$ cat config.mk
export PLATFORM = sky130hd
export DESIGN_NAME = best_gain_sequencer
export DESIGN_NICKNAME = d
export VERILOG_FILES = /design/src/rtl/best_gain_sequencer.sv
export SDC_FILE = /design/constraint.sdc
export NUM_CORES = 1
export LEC_CHECK = 0
export ABC_AREA = 1
export CAP_MARGIN = 0
export CORE_MARGIN = 3
export CORE_UTILIZATION = 46
export DETAILED_ROUTE_END_ITERATION = 6
export PLACE_DENSITY = 0.75
export SLEW_MARGIN = 0
export SYNTH_ARGS = -nofsm -noshare
export SYNTH_HDL_FRONTEND = slang
export SYNTH_SLANG_ARGS = --single-unit
$ cat constraint.sdc
create_clock -name in_clk -period 1.6 [get_ports in_clk]
set_clock_uncertainty 0.1 [all_clocks]
set_input_delay 0.48 -clock in_clk [delete_from_list [all_inputs] [get_ports in_clk]]
set_output_delay 0.48 -clock in_clk [all_outputs]
set_load 0.03 [all_outputs]
$ cat src/rtl/best_gain_sequencer.sv
// best_gain_sequencer: issues one evaluation request per candidate variable
// and keeps the highest-gain candidate (lowest index wins on a tie).
// When every candidate has come back, it publishes that candidate with a
// one-cycle out_done pulse.
module best_gain_sequencer #(
    parameter int MAXIMUM_BIT_WIDTH_OF_INTEGER_VARIABLE_INDEX = 1,
    parameter int MAXIMUM_BIT_WIDTH_OF_BOOLEAN_VARIABLE_INDEX = 1,
    parameter int MAXIMUM_BIT_WIDTH_OF_INTEGER_VARIABLE       = 4,
    parameter int MAXIMUM_BIT_WIDTH_OF_BOOLEAN_VARIABLE       = 1,
    parameter int MAXIMUM_BIT_WIDTH_OF_CLAUSES_INDEX          = 2,
    parameter int TOTAL_NUMBER_OF_VARIABLES =
        2**MAXIMUM_BIT_WIDTH_OF_INTEGER_VARIABLE_INDEX + 2**MAXIMUM_BIT_WIDTH_OF_BOOLEAN_VARIABLE_INDEX,
    parameter int VARIABLE_COUNTER_WIDTH = 3,
    localparam int G      = MAXIMUM_BIT_WIDTH_OF_CLAUSES_INDEX + 1,
    localparam int W      = VARIABLE_COUNTER_WIDTH,
    localparam int INT_W  = MAXIMUM_BIT_WIDTH_OF_INTEGER_VARIABLE * (2**MAXIMUM_BIT_WIDTH_OF_INTEGER_VARIABLE_INDEX),
    localparam int BOOL_W = MAXIMUM_BIT_WIDTH_OF_BOOLEAN_VARIABLE * (2**MAXIMUM_BIT_WIDTH_OF_BOOLEAN_VARIABLE_INDEX)
) (
    input  logic              in_clk,
    input  logic              in_reset,
    input  logic              in_start,
    input  logic              in_abort,
    output logic              out_busy,
    output logic              out_request_valid,
    output logic [W-1:0]      out_request_index,
    input  logic              in_request_ready,
    input  logic              in_candidate_valid,
    input  logic [G-1:0]      in_candidate_gain,
    input  logic [INT_W-1:0]  in_candidate_integer_assignment,
    input  logic [BOOL_W-1:0] in_candidate_boolean_assignment,
    output logic              out_done,
    output logic [G-1:0]      out_best_gain,
    output logic [W-1:0]      out_best_index,
    output logic [INT_W-1:0]  out_best_integer_assignment,
    output logic [BOOL_W-1:0] out_best_boolean_assignment
);

    typedef enum logic [1:0] {
        ST_IDLE = 2'd0,
        ST_RUN  = 2'd1,
        ST_DONE = 2'd2
    } state_e;

    localparam logic [W-1:0] N_W    = W'(TOTAL_NUMBER_OF_VARIABLES);
    localparam logic [W-1:0] LAST_W = W'(TOTAL_NUMBER_OF_VARIABLES - 1);

    state_e             state_q, state_d;
    logic [W-1:0]       issue_q, issue_d;
    logic [W-1:0]       recv_q, recv_d;
    logic [G-1:0]       run_gain_q, run_gain_d;
    logic [W-1:0]       run_idx_q, run_idx_d;
    logic [INT_W-1:0]   run_int_q, run_int_d;
    logic [BOOL_W-1:0]  run_bool_q, run_bool_d;
    logic [G-1:0]       best_gain_q, best_gain_d;
    logic [W-1:0]       best_idx_q, best_idx_d;
    logic [INT_W-1:0]   best_int_q, best_int_d;
    logic [BOOL_W-1:0]  best_bool_q, best_bool_d;

    logic               req_valid_s;
    logic               accept_s;
    logic               take_s;
    logic               last_s;
    logic [G-1:0]       sel_gain_s;
    logic [W-1:0]       sel_idx_s;
    logic [INT_W-1:0]   sel_int_s;
    logic [BOOL_W-1:0]  sel_bool_s;

    // Handshake qualifiers and the running best after considering this cycle's candidate.
    // Candidates return in request order, so the receive counter is the candidate's index.
    always_comb begin
        req_valid_s = (state_q == ST_RUN) && (issue_q < N_W);
        accept_s    = (state_q == ST_RUN) && in_candidate_valid;
        take_s      = accept_s && ((recv_q == {W{1'b0}}) || (in_candidate_gain > run_gain_q));
        last_s      = accept_s && (recv_q == LAST_W);
        if (take_s) begin
            sel_gain_s = in_candidate_gain;
            sel_idx_s  = recv_q;
            sel_int_s  = in_candidate_integer_assignment;
            sel_bool_s = in_candidate_boolean_assignment;
        end else begin
            sel_gain_s = run_gain_q;
            sel_idx_s  = run_idx_q;
            sel_int_s  = run_int_q;
            sel_bool_s = run_bool_q;
        end
    end

    // Next-state logic: search sequencing, counters and result capture on DONE entry.
    always_comb begin
        state_d     = state_q;
        issue_d     = issue_q;
        recv_d      = recv_q;
        run_gain_d  = run_gain_q;
        run_idx_d   = run_idx_q;
        run_int_d   = run_int_q;
        run_bool_d  = run_bool_q;
        best_gain_d = best_gain_q;
        best_idx_d  = best_idx_q;
        best_int_d  = best_int_q;
        best_bool_d = best_bool_q;
        case (state_q)
            ST_IDLE: begin
                if (in_start && !in_abort) begin
                    state_d = ST_RUN;
                    issue_d = {W{1'b0}};
                    recv_d  = {W{1'b0}};
                end else begin
                    state_d = ST_IDLE;
                end
            end
            ST_RUN: begin
                // Abort wins over everything, including the final candidate.
                if (in_abort) begin
                    state_d = ST_IDLE;
                end else begin
                    if (req_valid_s && in_request_ready) begin
                        issue_d = issue_q + 1'b1;
                    end else begin
                        issue_d = issue_q;
                    end
                    if (accept_s) begin
                        recv_d     = recv_q + 1'b1;
                        run_gain_d = sel_gain_s;
                        run_idx_d  = sel_idx_s;
                        run_int_d  = sel_int_s;
                        run_bool_d = sel_bool_s;
                    end else begin
                        recv_d = recv_q;
                    end
                    if (last_s) begin
                        state_d     = ST_DONE;
                        best_gain_d = sel_gain_s;
                        best_idx_d  = sel_idx_s;
                        best_int_d  = sel_int_s;
                        best_bool_d = sel_bool_s;
                    end else begin
                        state_d = ST_RUN;
                    end
                end
            end
            ST_DONE: begin
                state_d = ST_IDLE;
            end
            default: begin
                state_d = ST_IDLE;
            end
        endcase
    end

    // State and datapath registers, cleared asynchronously by the active-low reset.
    always_ff @(posedge in_clk or negedge in_reset) begin
        if (!in_reset) begin
            state_q     <= ST_IDLE;
            issue_q     <= {W{1'b0}};
            recv_q      <= {W{1'b0}};
            run_gain_q  <= {G{1'b0}};
            run_idx_q   <= {W{1'b0}};
            run_int_q   <= {INT_W{1'b0}};
            run_bool_q  <= {BOOL_W{1'b0}};
            best_gain_q <= {G{1'b0}};
            best_idx_q  <= {W{1'b0}};
            best_int_q  <= {INT_W{1'b0}};
            best_bool_q <= {BOOL_W{1'b0}};
        end else begin
            state_q     <= state_d;
            issue_q     <= issue_d;
            recv_q      <= recv_d;
            run_gain_q  <= run_gain_d;
            run_idx_q   <= run_idx_d;
            run_int_q   <= run_int_d;
            run_bool_q  <= run_bool_d;
            best_gain_q <= best_gain_d;
            best_idx_q  <= best_idx_d;
            best_int_q  <= best_int_d;
            best_bool_q <= best_bool_d;
        end
    end

    assign out_busy                    = (state_q == ST_RUN);
    assign out_done                    = (state_q == ST_DONE);
    assign out_request_valid           = req_valid_s;
    assign out_request_index           = req_valid_s ? issue_q : {W{1'b0}};
    assign out_best_gain               = best_gain_q;
    assign out_best_index              = best_idx_q;
    assign out_best_integer_assignment = best_int_q;
    assign out_best_boolean_assignment = best_bool_q;

endmodule

# Word level (Yosys, flattened, before mapping)
# Index checks and enable logic that the tools add are counted.
# Widths: inputs -> output; s select.
[totals] register_bits=40 latchBits=0 mem_bits_rw=0 rom_bits=0 in_bits=19 out_inout_bits=22 elab_cells=54 n_memories=0
[op_classes] n_addsub=2 n_mul=0 div=0 n_lt_le_gt_ge=2 n_eq_ne=7 shift=0 mux=16 bitwise=1 reduce_logical=15
[ops] cell="$mux 3" n=8
[ops] cell="$pmux 3 s2" n=2
[ops] cell="$mux 8" n=1
[ops] cell="$reduce_and 4->1" n=2
[ops] cell="$add 3x1->3 const B" n=2
[ops] cell="$logic_and 1x1->1" n=6
[ops] cell="$mux 2" n=3
[ops] cell="$reduce_and 3->1" n=2
[ops] cell="$ne 2x1->1 const B" n=2
[ops] cell="$ne 2x2->1 const B" n=2
[ops] cell="$pmux 2 s2" n=1
[ops] cell="$eq 3x2->1 const B" n=1
[ops] cell="$gt 3x3->1" n=1
[ops] cell="$logic_not 3->1" n=1
[ops] cell="$lt 3x3->1 const B" n=1
[ops] cell="$eq 2x1->1 const B" n=1
[ops] cell="$eq 2x2->1 const B" n=1
[ops] cell="$logic_not 2->1" n=1
[ops] cell="$reduce_bool 2->1" n=1
[ops] cell="$logic_not 1->1" n=1
[ops] cell="$logic_or 1x1->1" n=1
[ops] cell="$mux 1" n=1
[ops] cell="$not 1->1" n=1

# Longest topological paths before layout
# Gate-level depths: netlist (run 1).
[depth] depth_word=6 ltp_mapped=12 ltp_nobuf=11

# Least setup slack after synthesis (run 1)
# Ideal clock, no wire load.
[synth_timing] kind="register to output" start="reg state_q[1]" end="out out_request_index[0]" arrival_ns=1.532 t_required_ns=1.020 path_slack_ns=-0.512 path_stages_with_launch=6 n_path_buf=0 cell_sequence="dfrtp_1 > inv_1 > nand2_4 > nor2_1 > inv_1 > nor2_1"
[synth_between] elab_chain_cells=3
[synth_lines] element="start, declared" line_no="47" rtl="state_e state_q, state_d;"
[synth_lines] element="start signal, assigned" line_no="165" rtl="state_q <= state_d;"
[synth_lines] element="$eq 2x1->1" line_no="71" rtl="req_valid_s = (state_q == ST_RUN) && (issue_q < N_W);"
[synth_lines] element="$logic_and 1x1->1" line_no="71"
[synth_lines] element="net out_request_valid" line_no="24" rtl="output logic out_request_valid,"
[synth_lines] element="$mux 3" line_no="182" rtl="assign out_request_index = req_valid_s ? issue_q : {W{1'b0}};"
[synth_lines] element="end, declared" line_no="25" rtl="output logic [W-1:0] out_request_index,"
# The timed path passes the listed nets, and every way through them passes these cells.

# Worst setup path after layout (run 1)
[layout_timing] start="reg state_q[1]" end="out out_request_index[1]"
[layout_between] elab_chain_cells=3
[layout_lines] element="$eq 2x1->1" line_no="71"
[layout_lines] element="$logic_and 1x1->1" line_no="71"
[layout_lines] element="$mux 3" line_no="182"
# Every way passes these cells.

==> flow_metrics.env, run 1 <==
export IMPL_status="complete, but fails checks"
export IMPL_violations="setup timing"
export IMPL_layout_nets=362
export IMPL_boundaryPins=41
export IMPL_clock_fmax_mhz=552
export IMPL_cts_tree="built"
export IMPL_postPlaceCellArea_um2=2720
export IMPL_antenna_found_initial=0
export IMPL_dieArea_um2=5400
export IMPL_synth_xor_area_share_pct=0
export IMPL_place_ws_ns=-0.693
export IMPL_avgSynthCellArea_um2=7.90
export IMPL_startpoint="state_q[1]$_DFF_PN0_"
export IMPL_rr_worst_depth=10
export IMPL_ant_nets=0
export IMPL_synthSimpleGateAreaFrac_pct=32.6
export IMPL_synth_area_um2=2090
export IMPL_rsz0062_at_grt="yes"
export IMPL_clockBufferDepth=2
export IMPL_critPathMaxStageDelay_ns=0.39
export IMPL_path_cells="inv_2 > nand2_4 > nor2_4 > inv_2 > nor2_4 > buf_6"
export IMPL_seq_area_frac_synth_pct=47.8
export IMPL_clock_latency_ns=0.29
export IMPL_gp_congestion=0.760
export IMPL_worst_path_max_delay_cell="dfrtp_1"
export IMPL_muxShareOfSynthArea_pct=0
export IMPL_initial_core_util_pct=49.9
export IMPL_vias=2114
export IMPL_powerDensity_nw_per_um2=1150
export IMPL_cts_buffers=5
export IMPL_htree_levels=2
export IMPL_synth_top_family_by_area="simple AND/OR/NAND/NOR gates"
export IMPL_ys_warn_count=0
export IMPL_reg2reg_to="out_best_integer_assignment[1]$_DFFE_PN0P_"
export IMPL_grt_pass1_vias=2145
export IMPL_drive_gt1_share_pct=49.9
export IMPL_synth_compound_area_share_pct=3.41
export IMPL_r2r_start="run_gain_q[2]$_DFFE_PN0P_"
export IMPL_dieHeight_um=73.5
export IMPL_grt_overflow=0
export IMPL_totalWireLength_um=7100
export IMPL_period_share_pct=113
export IMPL_track_usage_pct=24.2
export IMPL_fin_crit_ns=1.81
export IMPL_critPathRequiredTime_ns=1.02
export IMPL_crit_type="reg -> out"
export IMPL_path_clk_slew_ns=0.08
export IMPL_finalMaxSlewViolations=0
export IMPL_portBuffers=39
export IMPL_dp_hpwl_um=3240
export IMPL_hold_worst_slack_ns=0.0500
export IMPL_ir_drop_uv=851
export IMPL_syn_inst=265
export IMPL_cts_sinks=40
export IMPL_fin_util_pct=85.1
export IMPL_dr_pass1_iters=4
export IMPL_syn2layout_area_growth_pct=70.7
export IMPL_grt_first_pass_wirelength_um=10000
export IMPL_setup_viol=41
export IMPL_hp_class="in -> async"
export IMPL_leakage_nw=1.73
export IMPL_worst_path_max_fanout=4
export IMPL_setup_ws_ns=-0.213
export IMPL_ys_types=19
export IMPL_ys_seq_elements=40
export IMPL_drv_cap=0
export IMPL_crit_arrival_ns=1.23
export IMPL_hold_viol=0
export IMPL_synth_nets=291
export IMPL_drc=0
export IMPL_grt_max_degree=41
export IMPL_coreArea_um2=4200
export IMPL_antenna_cells=0
export IMPL_start_kind="flip-flop"
export IMPL_cts_hold_buf=0
export IMPL_die_x_um=73.5
export IMPL_root_buffer="clkbuf_8"
export IMPL_vias_per_cell=5.46
export IMPL_nFillCells=210
export IMPL_crit_path_end_kind="primary output"
export IMPL_stdcell_area_um2=3580
export IMPL_route_detailed_wl_per_inst_um=18.3
export IMPL_reg2reg_slack_ns=-0.19
export IMPL_drt_initial_drc_count=174
export IMPL_synth_adder_area_share_pct=4.18
export IMPL_num_rows=23
==> power breakdown <==
part | internal, mW | switching [mW]
clock | 0.551 | 0.366
combinational | 0.732 | 1.08
sequential | 1.22 | 0.149
==> repair_timing <==
item                                    4_1_cts  5_1_grt
endpoints found under the setup margin       43       48
resized for setup                           122       32
pin swaps                                    41       44
cloned                                        4        0
setup buffers                                 9        7
==> routing by layer <==
layer  wire (um)  vias to the layer above  share of wire (%)  track usage, %
met4         138                        0                1.9            8.05
li1            -                      971                  -               -
met3         346                       16                4.9            4.10
met1        2650                     1039                 37            28.1
met2        3960                       88                 56            44.3
met5           0                        -                  0               0
==> cell families after synthesis <==
| logic type | after synthesis |
|---|---|
| AOI/OAI and AO/OA | 13 |
| adders and majority gates | 7 |
| buffers and inverters | 53 |
| DFF | 40 |
| other | 1 |
| and+or+nand+nor | 151 |
==> placed cells by master (no fill, tap or decap), types with 11 or more instances in the layout <==
master           count
nand2_1             62
buf_12              11
nand3_4             12
nand2_4             19
buf_4               29
clkdlybuf4s50_1     13
nand3_2             39
inv_1               33
dfrtp_1             40
==> flip-flops by register name (all words and copies together), names as in the netlist <==
name and count:
out_best_integer_assignment 8, run_int_q 8, issue_q 3, out_best_gain 3
out_best_index 3, recv_q 3, run_gain_q 3, run_idx_q 3
out_best_boolean_assignment 2, run_bool_q 2, state_q 2
==> cells in the mapped netlist (all sizes together) <==
cell type	n	share of area (%)
nand2	91	17
o21ai	7	1.7
conb	1	0.18
dfrtp	40	48
nand3	53	13
buf	9	3.6
o211ai	1	0.36
a22o	1	0.42
a21oi	4	0.96
inv	43	7.8
clkinv	1	0.42
nor2	7	2.8
ha	7	4.2
==> stage by stage <==
stage,instances,setup TNS [ns],total power [mW]
floorplan,265,-1.15,2.08
global placement,360,-21.01,2.37
detailed placement,360,-22.59,2.41
CTS,381,-1.95,3.83
global route,387,-7.68,4.29
finish,387,-5.95,4.10
==> cell type report <==
type                    count  area (um2)  share of cell area [%]
clock buffers               7        96.3                    2.69
clock inverters             1        30.0                   0.840
inverters                  44         185                    5.18
multi-input cells         173        1450                    40.7
flip-flops and latches     40        1000                    28.0
well taps                  50        62.6                    1.75
repair buffers             71         738                    20.6
repair inverters            1        8.76                   0.245
==> how the worst max path moves through the flow <==
stage          slack, ns  cells past startpoint                       endpoint
6_report           -0.21                      6           out_request_index[1]
5_1_grt            -0.26                      6           out_request_index[1]
4_1_cts            -0.17                      6           out_request_index[1]
3_5_place_dp       -0.69                     10  out_best_index[1]$_DFFE_PN0P_
3_3_place_gp       -0.64                     10  out_best_index[1]$_DFFE_PN0P_
2_1_floorplan      -0.06                     10   out_best_gain[2]$_DFFE_PN0P_
==> worst max-delay path: cells and delay by family, from the launching register on <==
kind / cells / cell delay (ns)
DFF: 1 / 0.39
and+or+nand+nor: 3 / 0.27
buffers and inverters: 3 / 0.29
(Power assumes the default switching activity.)
==> run 2: changes to the inputs <==
--- a/config.mk
+++ b/config.mk
@@ -7,6 +7,7 @@
 export LEC_CHECK = 0
 export ABC_AREA = 1
 export CAP_MARGIN = 0
+export CORE_ASPECT_RATIO = 1.25
 export CORE_MARGIN = 3
 export CORE_UTILIZATION = 46
 export DETAILED_ROUTE_END_ITERATION = 6
==> flow_metrics.env, run 2 (same netlist as run 1, synthesis figures left out) <==
export IMPL_status="complete, but fails checks"
export IMPL_violations="setup timing"
export IMPL_critPathRequiredTime_ns=1.02
export IMPL_grt_max_degree=41
export IMPL_initial_core_util_pct=49.5
export IMPL_vias=2278
export IMPL_start_kind="flip-flop"
export IMPL_gp_congestion=0.789
export IMPL_fin_crit_ns=1.80
export IMPL_clockBufferDepth=2
export IMPL_track_usage_pct=27.8
export IMPL_finalPower_mw=4.10
export IMPL_drv_cap=0
export IMPL_postPlaceCellArea_um2=2710
export IMPL_totalWireLength_um=8120
export IMPL_vias_per_cell=5.60
export IMPL_cts_buffers=5
export IMPL_path_clk_slew_ns=0.08
export IMPL_hold_viol=0
export IMPL_rsz0062_at_grt="yes"
export IMPL_leakage_nw=1.78
export IMPL_cts_hold_buf=0
export IMPL_regArea_um2=1000
export IMPL_layout_cells_most_common="nand2_1"
export IMPL_root_buffer="clkbuf_8"
export IMPL_grt_first_pass_wirelength_um=11200
export IMPL_startpoint="state_q[1]$_DFF_PN0_"
export IMPL_stdcell_count=407
export IMPL_dp_hpwl_um=3390
export IMPL_num_rows=26
export IMPL_drc=0
export IMPL_worst_path_max_fanout=2
export IMPL_crit_type="reg -> out"
export IMPL_boundaryPins=41
export IMPL_ir_drop_uv=732
export IMPL_grt_pass1_vias=2323
export IMPL_dieArea_um2=5400
export IMPL_die_x_um=66.4
export IMPL_htree_levels=2
export IMPL_route_detailed_wl_per_inst_um=20.0
export IMPL_crit_arrival_ns=1.22
export IMPL_dp_cells=373
export IMPL_antenna_cells=0
export IMPL_cts_sinks=40
export IMPL_cts_tree="built"
export IMPL_drt_initial_drc_count=217
export IMPL_grt_overflow=0
export IMPL_dr_pass1_iters=4
export IMPL_stdcell_area_um2=3700
export IMPL_ant_nets=0
export IMPL_clock_fmax_mhz=556
export IMPL_layout_common_cells="61 x nand2_1, 41 x buf_4, 40 x dfrtp_1, 33 x nand3_2, 32 x inv_1"
export IMPL_r2r_start="run_gain_q[2]$_DFFE_PN0P_"
export IMPL_crit_path_end_kind="primary output"
export IMPL_syn2layout_area_growth_pct=76.6
export IMPL_multi_input_area_um2=1510
export IMPL_finalMaxSlewViolations=0
export IMPL_setup_viol=40
export IMPL_nFillCells=178
export IMPL_antenna_found_initial=0
export IMPL_hold_worst_slack_ns=0.0279
export IMPL_period_share_pct=112
export IMPL_setup_ws_ns=-0.200
export IMPL_coreArea_um2=4230
export IMPL_clock_latency_ns=0.30
export IMPL_powerDensity_nw_per_um2=1110
export IMPL_portBuffers=39
export IMPL_hp_class="in -> async"
export IMPL_drive_gt1_share_pct=51.3
export IMPL_place_ws_ns=-0.661
export IMPL_layout_nets=376
export IMPL_dieHeight_um=81.4
run 2: cell count changes in the layout (fill, tap and decap cells not counted), sizes merged:
cell and delta:
clkdlybuf4s15 +5, buf +16, bufinv -1, clkinv -1
clkbuf -4, clkdlybuf4s50 +1, dlygate4sd2 -2
run 2: metrics by stage:
stage,TNS [ns],util (%)
final,-4.24,87.5
after global routing,-6.11,87.5
after CTS,-2.97,83.6
after detailed placement,-22.34,64.0
after global placement,-21.08,64.0
after floorplan,-1.15,-
run 2: worst max-delay path, cell delays in order, from the launching register on:
cell and delay [ns]:
dfrtp_1 0.39, inv_2 0.08, nand2_4 0.06, nor2_4 0.10, inv_2 0.07, nor2_4 0.08, buf_6 0.13
run 2: final cells by class:
type                       count  share of cell area [%]
multi-input combinational    173                    40.8
sequential                    40                    27.1
timing repair buffer          86                    22.9
inverter                      44                    4.87
clock buffer                   8                    2.44
tap                           56                    1.89
run 2: what timing repair did:
item,in CTS,in global routing
resized for setup,134,35
pin swaps,40,25
setup buffers,19,6
hold endpoints to repair,0,0
gates cloned,2,0
setup endpoints to repair,46,45
run 2: where the power goes:
part	switching [mW]	leakage, nW	internal (mW)
Clock	0.367	0.0455	0.352
Sequential	0.173	0.525	1.23
Combinational	1.18	1.21	0.805
Total	1.72	1.78	2.38
run 2: worst paths after layout:
check	depth (start not counted)	slack, ns	endpoint
worst max-delay path	6	-0.20	out_request_index[1]
worst min-delay path	2	0.03	run_gain_q[0]$_DFFE_PN0P_
worst max register to register	10	-0.15	out_best_gain[0]$_DFFE_PN0P_
worst min register to register	2	0.39	out_best_boolean_assignment[0]$_DFFE_PN0P_
max in group asynchronous	2	1.16	out_best_integer_assignment[7]$_DFFE_PN0P_
min in group in_clk	2	0.39	out_best_boolean_assignment[0]$_DFFE_PN0P_
run 2: per-layer routing:
metal / routed length, um / part of all wire [%] / vias up / global-route usage [%]
met5: 0 / 0 / - / 0
met4: 403 / 5.0 / 0 / 11.6
met3: 468 / 5.8 / 41 / 5.47
met2: 4220 / 52 / 122 / 50.1
met1: 3030 / 37 / 1113 / 31.7
li1: - / - / 1002 / -
